### src/rtl/store_buffer.sv
// rtl/store_buffer.sv - store FIFO between EXE/MEM and data memory with store-to-load forwarding
module store_buffer #(
    parameter int DEPTH = 4,
    parameter int PTR_W = 2
) (
    input  logic        clk,
    input  logic        rst,
    input  logic [31:0] mr,
    input  logic [31:0] mqb,
    input  logic        mwmem,
    input  logic        mm2reg,
    output logic [31:0] mem_addr,
    output logic [31:0] mem_wdata,
    output logic        mem_we,
    input  logic [31:0] mem_rdata,
    output logic [31:0] mdo,
    output logic        stall,
    output logic        empty
);

    logic [29:0]      r_addr [DEPTH];
    logic [31:0]      r_data [DEPTH];
    logic [DEPTH-1:0] r_valid;
    logic [PTR_W-1:0] r_wp;
    logic [PTR_W-1:0] r_rp;
    logic [PTR_W:0]   r_count;

    logic             w_full;
    logic             w_drain;
    logic             w_push;
    logic             w_fwd_hit;
    logic [31:0]      w_fwd_data;
    logic [PTR_W-1:0] w_idx;
    logic             w_unused;

    assign w_unused = ^mr[1:0];
    assign w_full   = (r_count == (PTR_W+1)'(DEPTH));
    // A load owns the memory port, so draining only happens on non-load cycles.
    assign w_drain  = !mm2reg && (r_count != '0);
    assign w_push   = mwmem && !w_full;

    always_ff @(posedge clk) begin
        if (rst) begin
            r_wp    <= '0;
            r_rp    <= '0;
            r_count <= '0;
            r_valid <= '0;
        end else begin
            if (w_drain) begin
                r_valid[r_rp] <= 1'b0;
                r_rp          <= r_rp + 1'b1;
            end
            if (w_push) begin
                r_addr[r_wp]  <= mr[31:2];
                r_data[r_wp]  <= mqb;
                r_valid[r_wp] <= 1'b1;
                r_wp          <= r_wp + 1'b1;
            end
            case ({w_push, w_drain})
                2'b10:   r_count <= r_count + 1'b1;
                2'b01:   r_count <= r_count - 1'b1;
                default: r_count <= r_count;
            endcase
        end
    end

    // Scan oldest to youngest so the last match (youngest store) wins.
    always_comb begin
        w_fwd_hit  = 1'b0;
        w_fwd_data = '0;
        w_idx      = '0;
        for (int k = 0; k < DEPTH; k++) begin
            w_idx = r_rp + PTR_W'(k);
            if (r_valid[w_idx] && (r_addr[w_idx] == mr[31:2])) begin
                w_fwd_hit  = 1'b1;
                w_fwd_data = r_data[w_idx];
            end
        end
    end

    always_comb begin
        mem_we    = !rst && w_drain;
        mem_wdata = (!rst && w_drain) ? r_data[r_rp] : 32'h0;
        if (rst)
            mem_addr = 32'h0;
        else if (w_drain)
            mem_addr = {r_addr[r_rp], 2'b00};
        else
            mem_addr = {mr[31:2], 2'b00};
        mdo   = (!rst && w_fwd_hit) ? w_fwd_data : mem_rdata;
        stall = !rst && mwmem && w_full;
        empty = rst || (r_count == '0);
    end

endmodule

### config.mk
export PLATFORM = sky130hd
export DESIGN_NAME = store_buffer
export DESIGN_NICKNAME = d
export VERILOG_FILES = /design/src/rtl/store_buffer.sv
export SDC_FILE = /design/constraint.sdc
export NUM_CORES = 1
export LEC_CHECK = 0
export ABC_CLOCK_PERIOD_IN_PS = 7300
export BUFFER_PORTS_ARGS = -buffer_cell sky130_fd_sc_hd__clkbuf_2
export CAP_MARGIN = 20
export CORE_MARGIN = 5
export CORE_UTILIZATION = 60
export DETAILED_ROUTE_END_ITERATION = 10
export PLACE_DENSITY = 0.82
export SLEW_MARGIN = 40
export SYNTH_ARGS = -nofsm -noshare
export SYNTH_HDL_FRONTEND = slang
export SYNTH_SLANG_ARGS = --single-unit
### constraint.sdc
create_clock -name clk -period 7.3 [get_ports clk]
set_clock_uncertainty 0.2 [all_clocks]
set_input_delay 0.73 -clock clk [delete_from_list [all_inputs] [get_ports clk]]
set_output_delay 0.73 -clock clk [all_outputs]
set_load 0.03 [all_outputs]
======== Yosys cells after proc, flatten, opt, wreduce, memory -nomap -nowiden ========
Memory sizes are Yosys's and may differ from the RTL's. A register that Yosys moved wholly into a read port is not among the register bits.
Index checks and enable logic that the tools add are counted.
Widths: inputs -> output; s select.
word-level totals
  word-level logic and storage cells ...... 83
  output and inout bits ................... 99
  memories kept ........................... 2
  flip-flop bits (word level) ............. 11
  memory bits (writable) .................. 248
cells by class
  reduce and logical (&&, ||, !) cells .... 19
  add/subtract/negate cells ............... 6
  $lt $le $gt $ge ......................... 7
  equality and inequality tests ........... 7
  bitwise operators ....................... 3
  muxes and demuxes ....................... 35
memories
  name    depth  bits a word  rd ports  clocked after Yosys merged registers in  wr ports  RTL line  source
  r_data  4      32           4         1                                        1         22        logic [31:0] r_data [DEPTH];
  r_addr  4      30           4         1                                        1         21        logic [29:0] r_addr [DEPTH];
operators by type and width
  cell                 count
  $mux 32              8
  $eq 30x30->1         4
  $lt 2x3->1 const B   5
  $mux 1               13
  $logic_and 1x1->1    12
  $mux 4               3
  $bmux 1 s2           4
  $mux 2               4
  $pmux 3 s2           1
  $add 2x1->2 const B  2
  $add 2x2->2 const B  2
  $and 4x4->4          1
  $demux 1 s2          2
  $ge 2x1->1 const B   2
  $not 4->4            1
  $or 4x4->4           1
  $add 3x1->3 const B  1
  $eq 3x3->1 const B   1
  $logic_not 1->1      3
  $logic_not 3->1      1
  $reduce_bool 3->1    1
  $sub 3x1->3 const B  1
  $eq 2x1->1 const B   1
  $eq 2x2->1 const B   1
  other kinds (2)      2

======== Logic depth before layout (Yosys ltp) ========
  word-level depth ........................ 10
  gate-level depth with buffers ........... 23
  mapped depth without buffers ............ 11

======== Worst setup path after synthesis ========
No wires, ideal clock.
  kind .................................... reg2out
  start point ............................. register r_rp[0]
  end point ............................... output mdo[21]
  stages on the path, launching flop included .. 21
  buffers on the path ..................... 11
  path slack .............................. 1,626 ps
  arrival ................................. 4,744 ps
  data required time ...................... 6,370 ps
  cell sequence ........................... dfxtp_1 buf_6 buf_8 buf_8 buf_6 buf_2 buf_1 buf_2 inv_1 ha_1 buf_2 inv_2 buf_2 buf_2 o221ai_1 or4_1 o21ai_0 nand4_2 a31oi_4 buf_6 mux2_2
between the ends
  elaborated cells on any way between the ends .. 30
  those cells by class .................... add/sub: 3; eq/ne: 3; mux: 17; reduce/logical: 5; memory: 2
RTL lines
  item                                               RTL line  source
  start, declared                                    25        logic [PTR_W-1:0] r_rp;
  start signal, assigned                             51        r_rp <= r_rp + 1'b1;
  $add 2x2->2 *                                      73        w_idx = r_rp + PTR_W'(k);
  via w_idx[0]                                       33        logic [PTR_W-1:0] w_idx;
  $mem_v2 4x30 / $bmux 1 s2 (equally long branches)  -
  $eq 30x30->1 / $mux 1 (equally long branches)      74        if (r_valid[w_idx] && (r_addr[w_idx] == mr[31:2])) begin
  $logic_and 1x1->1                                  74
  $mux 1                                             74
  $logic_and 1x1->1                                  90        mdo = (!rst && w_fwd_hit) ? w_fwd_data : mem_rdata;
  $mux 32 *                                          90
  end, declared                                      16        output logic [31:0] mdo,
Mark *: on every way through the listed nets, which the timed path passes. The rest lies on a longest branch. The select of a mux whose other input is x is not followed.

======== Worst setup path in the final report ========
  start point ............................. register r_rp[0]
  end point ............................... output mdo[24]
between the ends
  cells in the longest elaborated chain, start to end .. 9
  elaborated cells on any way between the ends .. 30
  those cells by class .................... add/sub: 3; eq/ne: 3; mux: 17; reduce/logical: 5; memory: 2
RTL lines
  item                                                RTL line
  $add 2x1->2 / $bmux 1 s2 (equally long branches)    73, 74
  $mem_v2 4x30 (tied with other cells)                -
  $eq 30x30->1 (tied with other cells)                74
  $logic_and 1x1->1 / $mux 1 (equally long branches)  74
  $mux 1 (3 in series)                                74
  $logic_and 1x1->1                                   90
  $mux 32 *                                           90
Every way passes the cells marked *; elsewhere a longest branch is shown, timed or not. The select of a mux whose other input is x is not followed.

==> flow_metrics.env <==
export IMPL_status="completed"
export IMPL_place_congestion=0.993
export IMPL_yosysWarnings=0
export IMPL_area_growth_pct=11.0
export IMPL_setup_viol=0
export IMPL_hpwl_mm=30.7
export IMPL_grt_use_total=0.285
export IMPL_final_fill_count=2116
export IMPL_coreArea_sq_um=28700
export IMPL_cp_arrival_ns=5.25
export IMPL_dr_first_iter_drc_count=1467
export IMPL_h_tree_depth=1
export IMPL_crit_path_end_kind="output pin"
export IMPL_rows=62
export IMPL_synth_edf_count=248
export IMPL_remaining_drc_errors=0
export IMPL_synthDistinctLibCells=66
export IMPL_grt_pass1_wl_mm=74.3
export IMPL_synth_flop_cell="edfxtp_1"
export IMPL_peakVddDrop_mv=0.220
export IMPL_crit_fanout=49
export IMPL_start_util=0.609
export IMPL_synth_seq_cells=261
export IMPL_startpoint_type="register"
export IMPL_io_buffer_count=194
export IMPL_hold_viol=0
export IMPL_slew_headroom=0.409
export IMPL_die_area_sq_um=32600
export IMPL_first_global_vias=12900
export IMPL_final_antenna_net_count=0
export IMPL_fin_area_sq_um=19400
export IMPL_insertion_delay_ns=0.54
export IMPL_synth_seq_area_share=0.441
export IMPL_vias_per_cell=6.72
export IMPL_syn_inst=1406
export IMPL_setup_tns_ns=0
export IMPL_wl_per_cell_microns=24.7
export IMPL_final_nets=1629
export IMPL_powerDensity_nw_per_um2=323
export IMPL_async_flop_share=0
export IMPL_p_leak_nw=6.42
export IMPL_cp_data_required_time_ns=6.37
export IMPL_rsz0062_at_grt="false"
export IMPL_hp_class="input port to register"
export IMPL_slew_viol_final=0
export IMPL_syn_area_sq_um=17500
export IMPL_tightest_slew_ns=0.886
export IMPL_cts_root_buf="clkbuf_16"
export IMPL_multi_input_area_sq_um=9040
export IMPL_antenna_found_initial=6
export IMPL_cts_resized=0
export IMPL_ctsHoldBuffers=0
export IMPL_num_vias=13000
export IMPL_cts_setup_buffers=0
export IMPL_max_cap_violations=0
export IMPL_overflow=0
export IMPL_drt_wl_total_mm=47.5
export IMPL_grt_max_degree=130
export IMPL_syn_avg_cell_area_sq_um=12.4
export IMPL_timing_final_crit_share=0.847
export IMPL_cts_buffer_depth=3
export IMPL_fmax_mhz=162
export IMPL_cts_tree="done"
export IMPL_regArea_sq_um=7720
export IMPL_cts_sinks=261
export IMPL_dpl_instance_area_sq_um=18400
export IMPL_pin_count=199
export IMPL_drt_pass1_iter_count=6
export IMPL_clk_pin_slew_ns=0.06
export IMPL_r2r_slack_ns=3.97
export IMPL_drive_gt1_frac=0.299
export IMPL_finalCriticalPeriod_ns=6.18
export IMPL_numCtsBuffers=27
export IMPL_die_y_microns=181
export IMPL_critPathKind="register to output pin"
export IMPL_fp_dieW_microns=181
[cell usage in the layout, fill, tap and decap left out, drive strengths merged, types with 8 or more instances in the layout]
| master | n |
|---|---|
| xnor2 | 85 |
| nor2 | 26 |
| mux4 | 107 |
| buf | 19 |
| ha | 9 |
| dfxtp | 13 |
| clkinv | 8 |
| and2 | 37 |
| o21ai | 75 |
| nor4 | 8 |
| o22ai | 10 |
| mux2i | 174 |
| edfxtp | 248 |
| nand4 | 15 |
| inv | 16 |
| mux2 | 75 |
| nand2 | 144 |
| xor2 | 24 |
| o221ai | 35 |
| nand3 | 38 |
| a21oi | 50 |
| clkbuf | 230 |
[cells by family (layout without fill, tap and decap cells)]
family                     count (synthesis)  in the layout  share of synthesized area
and+or+nand+nor                          299            299                     0.0814
DFF                                      261            261                      0.441
muxes                                    356            356                      0.287
other                                      1              5                   0.000215
buffers and inverters                    146            279                     0.0435
AOI/OAI and AO/OA                        224            224                     0.0844
xor gates and xnor gates                 109            109                     0.0546
adders and majority gates                 10             10                    0.00759
[final timing paths]
path | start | end | cells after the start
worst max-delay path | r_rp[0]$_SDFFE_PP0P_ | mdo[24] | 12
worst min-delay path | mqb[24] | r_data[1][24]$_DFFE_PP_ | 1
worst max register to register | r_count[0]$_SDFFE_PP0P_ | r_count[2]$_SDFFE_PP0P_ | 9
worst min register to register | r_wp[1]$_SDFFE_PP0P_ | r_wp[1]$_SDFFE_PP0P_ | 2
[stage by stage]
step / cells / utilization / setup slack, ns / total power [mW] / hold slack (ns)
after CTS: 1924 / 0.676 / 0.994 / 6.25 / 0.190
after global routing: 1927 / 0.676 / 0.939 / 6.59 / 0.191
after detailed placement: 1874 / 0.643 / 1.63 / 4.77 / 0.300
final: 1927 / 0.676 / 1.12 / 6.27 / 0.204
after global placement: 1874 / 0.642 / 1.67 / 4.70 / 0.287
after floorplan: 1407 / - / 1.63 / 4.18 / 0.269
[layout make-up]
type / instances / share of cell area
flip-flops and latches: 261 / 0.398
clock inverters: 14 / 0.0114
diodes: 3 / 0.000387
well taps: 384 / 0.0248
clock buffers: 36 / 0.0376
inverters: 16 / 0.00309
repair buffers: 213 / 0.0590
multi-input cells: 1000 / 0.466
[registers in the layout, summed over array words and instances (netlist names), named ones only]
register,cells
r_data,128
r_addr,120
r_valid,4
r_count,3
r_rp,2
r_wp,2
[critical path, cell delays in order, from the launching register on]
cell,delay [ns]
dfxtp_4,0.38
buf_6,0.48
mux2i_1,0.60
nor2_1,0.10
a211oi_1,0.45
o21ai_0,0.17
nor4_1,0.41
o2111a_2,0.69
buf_4,0.48
mux2i_1,0.24
o221ai_1,0.19
mux2_2,0.33
clkbuf_2,0.18
[power breakdown]
group / total (mW) / switching, mW / leakage (nW) / internal [mW]
Combinational: 2.91 / 1.68 / 3.59 / 1.23
Sequential: 1.88 / 0.131 / 2.36 / 1.75
Clock: 1.48 / 0.568 / 0.467 / 0.912
[per-layer routing]
metal	wire length [microns]	share of wire	vias up	global-route usage
met1	18700	0.39	6449	0.396
met4	1200	0.025	6	0.0853
li1	-	-	5671	-
met3	4420	0.093	96	0.0406
met2	23100	0.49	731	0.471
met5	36	0.00076	-	0
[cells in the mapped netlist, types with 3 or more instances]
master / count / area, sq um
buf_4: 8 / 60.1
and2_1: 37 / 231
inv_1: 13 / 48.8
clkbuf_1: 64 / 240
o211ai_1: 5 / 37.5
a21oi_1: 50 / 250
edfxtp_1: 248 / 7450
a2111o_1: 3 / 33.8
o22ai_1: 10 / 62.6
a31o_2: 4 / 35.0
a32oi_1: 3 / 26.3
or4_1: 3 / 22.5
nand2_1: 144 / 541
o2111ai_1: 3 / 26.3
nand4_1: 14 / 87.6
buf_2: 20 / 100
nor4_1: 7 / 43.8
nand4b_1: 3 / 26.3
a31oi_1: 3 / 18.8
mux2_2: 70 / 788
dfxtp_1: 13 / 260
mux2_4: 5 / 75.1
nor2_1: 26 / 97.6
nand2b_1: 6 / 37.5
o21ai_0: 75 / 375
a211oi_1: 6 / 45.0
nor3_1: 6 / 30.0
nor2b_1: 4 / 25.0
buf_6: 18 / 203
xor2_1: 24 / 210
mux4_2: 107 / 2410
buf_1: 18 / 67.6
nand3_1: 38 / 190
xnor2_1: 85 / 744
ha_1: 9 / 113
a22oi_1: 3 / 22.5
o2bb2ai_1: 5 / 43.8
o221ai_1: 35 / 307
a221oi_1: 3 / 26.3
mux2i_1: 173 / 1730
a2bb2oi_1: 4 / 35.0
Note: power is estimated with default switching activity, not from simulation.
